--- src/rtl/rf_pkg.sv ---
// Shared types and constants for the dual-write-port integer register file
// and its load scoreboard.
package rf_pkg;

    localparam int XLEN  = 32;
    localparam int NREGS = 16;
    localparam int IDW   = 5;
    localparam int CNTW  = $clog2(NREGS + 1);
    localparam int AW    = $clog2(NREGS);

    typedef logic [IDW-1:0]  reg_id_t;
    typedef logic [XLEN-1:0] word_t;
    typedef logic [AW-1:0]   reg_idx_t;

    // x0 and ids beyond the implemented file never touch state
    function automatic logic id_valid(reg_id_t id);
        return (id != {IDW{1'b0}}) && (int'(id) < NREGS);
    endfunction

    function automatic reg_idx_t id_idx(reg_id_t id);
        return id[AW-1:0];
    endfunction

endpackage

--- src/rtl/rf_sb_chk.sv ---
// Protocol and consistency checks for the register file scoreboard.
module rf_sb_chk
    import rf_pkg::*;
(
    input logic             clock,
    input logic             reset_n,
    input logic             wp0_en,
    input logic [IDW-1:0]   wp0_rd,
    input logic [NREGS-1:0] pending,
    input logic [CNTW-1:0]  pend_cnt
);

    a_wp0_to_pending: assert property (@(posedge clock) disable iff (!reset_n)
        !(wp0_en && id_valid(wp0_rd) && pending[id_idx(wp0_rd)]));

    a_cnt_popcount: assert property (@(posedge clock) disable iff (!reset_n)
        pend_cnt == CNTW'($countones(pending)));

endmodule

--- src/rtl/rf_scoreboard.sv ---
// Outstanding-load scoreboard: pending bits, pending count, WAW issue gate
// and operand stalls that drop in the cycle the load returns.
module rf_scoreboard
    import rf_pkg::*;
(
    input  logic            clock,
    input  logic            reset_n,
    input  logic            iss_valid,
    input  logic [IDW-1:0]  iss_rd,
    input  logic            wp1_en,
    input  logic [IDW-1:0]  wp1_rd,
    input  logic [IDW-1:0]  rs1,
    input  logic [IDW-1:0]  rs2,
    output logic            iss_ready,
    output logic            rs1_stall,
    output logic            rs2_stall,
    output logic [CNTW-1:0] pend_cnt,
    output logic [NREGS-1:0] pending
);

    logic [NREGS-1:0] pending_q, pending_d;
    logic [CNTW-1:0]  pend_cnt_q, pend_cnt_d;
    logic             wp1_ok_s, set_s, set_eff_s, clr_eff_s, iss_ready_s;

    // Issue gate, effective set/clear events and next pending state
    always_comb begin
        wp1_ok_s    = wp1_en && id_valid(wp1_rd);
        iss_ready_s = !id_valid(iss_rd) || !pending_q[id_idx(iss_rd)] ||
                      (wp1_en && (wp1_rd == iss_rd));
        set_s       = iss_valid && iss_ready_s && id_valid(iss_rd);
        // A set on an already-pending bit only happens alongside its own return: net zero
        set_eff_s   = set_s && !pending_q[id_idx(iss_rd)];
        clr_eff_s   = wp1_ok_s && pending_q[id_idx(wp1_rd)] &&
                      !(set_s && (iss_rd == wp1_rd));
        pending_d   = pending_q;
        if (wp1_ok_s) begin
            pending_d[id_idx(wp1_rd)] = 1'b0;
        end else begin
            pending_d = pending_q;
        end
        if (set_s) begin
            pending_d[id_idx(iss_rd)] = 1'b1;
        end else begin
            pending_d[0] = 1'b0;
        end
        pend_cnt_d = pend_cnt_q + CNTW'(set_eff_s) - CNTW'(clr_eff_s);
    end

    // Scoreboard state
    always_ff @(posedge clock or negedge reset_n) begin
        if (!reset_n) begin
            pending_q  <= {NREGS{1'b0}};
            pend_cnt_q <= {CNTW{1'b0}};
        end else begin
            pending_q  <= pending_d;
            pend_cnt_q <= pend_cnt_d;
        end
    end

    // Stalls are released by a same-cycle return because the bypass supplies the data
    always_comb begin
        rs1_stall = id_valid(rs1) && pending_q[id_idx(rs1)] && !(wp1_en && (wp1_rd == rs1));
        rs2_stall = id_valid(rs2) && pending_q[id_idx(rs2)] && !(wp1_en && (wp1_rd == rs2));
    end

    assign iss_ready = iss_ready_s;
    assign pend_cnt  = pend_cnt_q;
    assign pending   = pending_q;

endmodule

--- src/rtl/rf_sb.sv ---
// Integer register file with ALU and load-return write ports, write-through
// read bypass and an integrated outstanding-load scoreboard.
module rf_sb
    import rf_pkg::*;
(
    input  logic            clock,
    input  logic            reset_n,
    input  logic            wp0_en,
    input  logic [IDW-1:0]  wp0_rd,
    input  logic [XLEN-1:0] wp0_data,
    input  logic            wp1_en,
    input  logic [IDW-1:0]  wp1_rd,
    input  logic [XLEN-1:0] wp1_data,
    input  logic [IDW-1:0]  rs1,
    input  logic [IDW-1:0]  rs2,
    output logic [XLEN-1:0] rdata1,
    output logic [XLEN-1:0] rdata2,
    output logic            rs1_stall,
    output logic            rs2_stall,
    input  logic            iss_valid,
    input  logic [IDW-1:0]  iss_rd,
    output logic            iss_ready,
    output logic [CNTW-1:0] pend_cnt
);

    word_t            regs_q [NREGS];
    word_t            regs_d [NREGS];
    logic             wp0_ok_s, wp1_ok_s;
    logic [NREGS-1:0] pending_s;

    // Write mux: load return overrides the ALU on a shared destination
    always_comb begin
        wp0_ok_s = wp0_en && id_valid(wp0_rd);
        wp1_ok_s = wp1_en && id_valid(wp1_rd);
        for (int i = 0; i < NREGS; i++) begin
            regs_d[i] = (wp1_ok_s && (id_idx(wp1_rd) == AW'(i))) ? wp1_data :
                        (wp0_ok_s && (id_idx(wp0_rd) == AW'(i))) ? wp0_data :
                        regs_q[i];
        end
    end

    // Register storage
    always_ff @(posedge clock or negedge reset_n) begin
        if (!reset_n) begin
            for (int i = 0; i < NREGS; i++) begin
                regs_q[i] <= {XLEN{1'b0}};
            end
        end else begin
            regs_q <= regs_d;
        end
    end

    // Read ports with write-through bypass, wp1 first
    always_comb begin
        rdata1 = !id_valid(rs1)                  ? {XLEN{1'b0}} :
                 (wp1_en && (wp1_rd == rs1))     ? wp1_data :
                 (wp0_en && (wp0_rd == rs1))     ? wp0_data :
                 regs_q[id_idx(rs1)];
        rdata2 = !id_valid(rs2)                  ? {XLEN{1'b0}} :
                 (wp1_en && (wp1_rd == rs2))     ? wp1_data :
                 (wp0_en && (wp0_rd == rs2))     ? wp0_data :
                 regs_q[id_idx(rs2)];
    end

    rf_scoreboard u_sb (
        .clock     (clock),
        .reset_n   (reset_n),
        .iss_valid (iss_valid),
        .iss_rd    (iss_rd),
        .wp1_en    (wp1_en),
        .wp1_rd    (wp1_rd),
        .rs1       (rs1),
        .rs2       (rs2),
        .iss_ready (iss_ready),
        .rs1_stall (rs1_stall),
        .rs2_stall (rs2_stall),
        .pend_cnt  (pend_cnt),
        .pending   (pending_s)
    );

    rf_sb_chk u_chk (
        .clock    (clock),
        .reset_n  (reset_n),
        .wp0_en   (wp0_en),
        .wp0_rd   (wp0_rd),
        .pending  (pending_s),
        .pend_cnt (pend_cnt)
    );

endmodule

--- config.mk ---
export PLATFORM = sky130hd
export DESIGN_NAME = rf_sb
export DESIGN_NICKNAME = d
export VERILOG_FILES = /design/src/rtl/rf_pkg.sv /design/src/rtl/rf_sb_chk.sv /design/src/rtl/rf_scoreboard.sv /design/src/rtl/rf_sb.sv
export SDC_FILE = /design/constraint.sdc
export NUM_CORES = 2
export LEC_CHECK = 0
export CAP_MARGIN = 40
export CORE_MARGIN = 2
export CORE_UTILIZATION = 40
export DETAILED_ROUTE_END_ITERATION = 10
export DONT_BUFFER_PORTS = 1
export HOLD_SLACK_MARGIN = 0.06
export PLACE_DENSITY = 0.58
export SLEW_MARGIN = 0
export SYNTH_ARGS = -nofsm -noshare
export SYNTH_HDL_FRONTEND = slang
export SYNTH_HIERARCHICAL = 1
export SYNTH_SLANG_ARGS = --single-unit
--- constraint.sdc ---
create_clock -name clock -period 9.05 [get_ports clock]
set_clock_uncertainty 0.05 [all_clocks]
set_input_delay 0.4525 -clock clock [delete_from_list [all_inputs] [get_ports clock]]
set_output_delay 0.4525 -clock clock [all_outputs]
set_load 0.02 [all_outputs]
==> impl_metrics.env <==
export IMPL_status="finished with violations"
export IMPL_violations="negative hold slack, max-slew violations"
export IMPL_worstPathRequired_ns=8.55
export IMPL_fmax_mhz=292.1
export IMPL_postRouteAntennaNets=0
export IMPL_crit_chain="xor2_1 -> nor4_2 -> nand4_1 -> buf_4 -> a31oi_1"
export IMPL_n_fill_cell=7960
export IMPL_seq_area_frac_synth=0.3893
export IMPL_post_route_period_util=0.3783
export IMPL_r2r_start="u_sb/pending[2]"
export IMPL_multi_input_area_sq_um=19020
export IMPL_hold_class="in2async"
export IMPL_syn_area_per_cell_sq_um=9.583
export IMPL_layout_commonest_cell="nor2_1"
export IMPL_clk_pin_slew_ns=0.06
export IMPL_place_area_sq_um=34910
export IMPL_grt_pass1_wl_mm=190.3
export IMPL_pwr_share_comb=0.248
export IMPL_grt_pass1_vias=26970
export IMPL_postCtsSetupBuffers=0
export IMPL_die_area_sq_um=88000
export IMPL_cpPeakStageDelay_ns=0.72
export IMPL_whs_ns=-0.5302
export IMPL_clock_latency_ns=0.63
export IMPL_tritoncts="done"
export IMPL_start_util=0.4030
export IMPL_rsz0062_at_grt="false"
export IMPL_io_pins=166
export IMPL_clock_path_buffers=3
export IMPL_drt_first_pass_iters=6
export IMPL_cts_buffers=61
export IMPL_place_hpwl_mm=72.72
export IMPL_synth_flop_cell="dfrtp_1"
export IMPL_area_growth_pct=10.85
export IMPL_reg2reg_setup_slack_ns=5.89
export IMPL_regArea_sq_um=13340
export IMPL_wl_mm=129.5
export IMPL_cp_end_kind="primary output"
export IMPL_crit_arrival_ns=2.92
export IMPL_synth_top_area_frac=0.3893
export IMPL_critPathBufInv=1
export IMPL_p_int_mw=5.592
export IMPL_totalNegativeSetupSlack_ns=0
export IMPL_maxSlewViolCount=59
export IMPL_finalSetupViolations=0
export IMPL_ys_ff_latch=533
export IMPL_place_gp_congestion=0.8478
export IMPL_reg2reg_depth=14
export IMPL_syn_nets=3675
export IMPL_postCtsHoldBufs=105
export IMPL_nNetsFinal=3468
export IMPL_p_leak_nw=15.04
export IMPL_wl_per_cell_microns=28.39
export IMPL_finish_utilization=0.4467
export IMPL_hold_viol_final=533
export IMPL_grt_ovfl_total=0
export IMPL_antenna_found_initial=1
export IMPL_portBuffers=0
export IMPL_drive_gt1_frac=0.1510
export IMPL_cp_top_family="simple AND/OR/NAND/NOR gates"
export IMPL_seqPwrFrac=0.436
export IMPL_path_class="in2out"
export IMPL_grt_usage=0.2955
export IMPL_yosysUniqueCellTypes=72
export IMPL_p_sw_mw=2.415
export IMPL_drc=0
export IMPL_start_kind="input pin"
export IMPL_die_w_microns=296.7
export IMPL_synthArstFlopShare=1.000
export IMPL_synth_area_leaders="dfrtp_1, mux4_2, a21oi_1"
export IMPL_clkPwrFrac=0.316
export IMPL_num_vias=28010
export IMPL_viasPerCell=6.138
export IMPL_cp_max_fo=22
export IMPL_slowest_stage="nand4_1"
export IMPL_post_cts_resized=0
export IMPL_swShare=0.3016
export IMPL_die_y_microns=296.7
export IMPL_final_cell_mix="nor2_1, a21oi_1, dfrtp_1"
export IMPL_cts_sink_count=533
export IMPL_drtIter0Drc=3162
export IMPL_synth_cells=3575
export IMPL_grt_max_degree=534
export IMPL_syn_area_sq_um=34260
export IMPL_htree_levels=2
export IMPL_synth_edf_count=0
export IMPL_root_buffer="clkbuf_16"
export IMPL_tightest_slew_ns=1.541
export IMPL_yosys_warnings=6
export IMPL_ir_drop_v=0.0001503
export IMPL_slew_headroom=-0.02766
export IMPL_drv_cap=0
export IMPL_core_area_sq_um=85010
export IMPL_synth_top_area_cell="dfrtp_1"
export IMPL_final_cell_area_sq_um=37970
export IMPL_row_count=107
export IMPL_power_density_nw_per_um2=210.9
export IMPL_min_period_ns=3.424
export IMPL_timing_rr_end="u_sb/pend_cnt[4]"
synthesized netlist by cell type, types with 31 or more instances:
library cell,number
a22oi_1,63
buf_2,84
buf_1,57
clkbuf_1,238
nor2_1,717
o22a_1,31
a31oi_1,34
o221ai_1,31
nand2_1,219
mux4_2,268
a21oi_1,677
mux2i_1,208
a221oi_2,31
dfrtp_1,533
clkinv_1,32
o21ai_0,134
layout make-up:
cell class                 instances  share of cell area
multi-input combinational       2568              0.5008
clock inverter                    14            0.004217
sequential                       533              0.3512
inverter                          44            0.004349
antenna                            1          0.00006590
tap                             1144             0.03769
timing repair buffer             160             0.05295
clock buffer                      99             0.04873
power groups by stage:
| stage | Clock [mW] | Sequential [mW] | Combinational [mW] |
|---|---|---|---|
| after floorplan | 0 | 3.33 | 1.65 |
| after global placement | 0 | 3.48 | 1.80 |
| after detailed placement | 0 | 3.50 | 1.85 |
| after CTS | 2.56 | 3.47 | 1.98 |
| after global routing | 2.66 | 3.56 | 2.16 |
| final | 2.53 | 3.49 | 1.98 |
flip-flops by register name (all words and copies together) (netlist names):
| signal | flops |
|---|---|
| regs_q | 512 |
| u_sb/pending | 16 |
| u_sb/pend_cnt | 5 |
through the flow:
step	instances	power, mW	hold WS, ns	worst slack (ns)
floorplan	3575	4.986	0.1069	5.968
global placement	4311	5.284	0.1418	5.412
detailed placement	4344	5.357	0.1439	5.581
CTS	4562	8.004	-0.5241	5.591
global route	4563	8.380	-0.5463	5.540
finish	4563	8.007	-0.5302	5.626
layer usage:
layer,track usage,vias up,share of wire
li1,-,12440,-
met5,0,-,0
met4,0.1314,0,0.049
met1,0.3811,13890,0.39
met3,0.05551,345,0.083
met2,0.4854,1335,0.48
how the worst max path moves through the flow:
| stage | startpoint | end | slack, ns | depth (start not counted) |
|---|---|---|---|---|
| final | wp1_rd[4] | rdata2[21] | 5.63 | 5 |
| after floorplan | iss_rd[1] | u_sb/pend_cnt[4] | 5.97 | 15 |
| after global routing | rs1[0] | rdata1[31] | 5.54 | 7 |
| after CTS | rs1[0] | rdata1[0] | 5.59 | 7 |
| after global placement | rs2[0] | rdata2[21] | 5.41 | 6 |
| after detailed placement | rs1[0] | rdata1[0] | 5.58 | 7 |
logic make-up (layout without fill, tap and decap cells):
logic type | Yosys count | after routing | share of synthesized area
compound gates | 1042 | 1042 | 0.1790
xor+xnor | 37 | 37 | 0.009679
fa+ha+maj | 6 | 6 | 0.002411
buf+inv | 474 | 317 | 0.06362
flops | 533 | 533 | 0.3893
mux | 478 | 478 | 0.2376
other cells | 0 | 1 | 0
simple gates | 1005 | 1005 | 0.1183
Power figures use the tool's default switching activity.
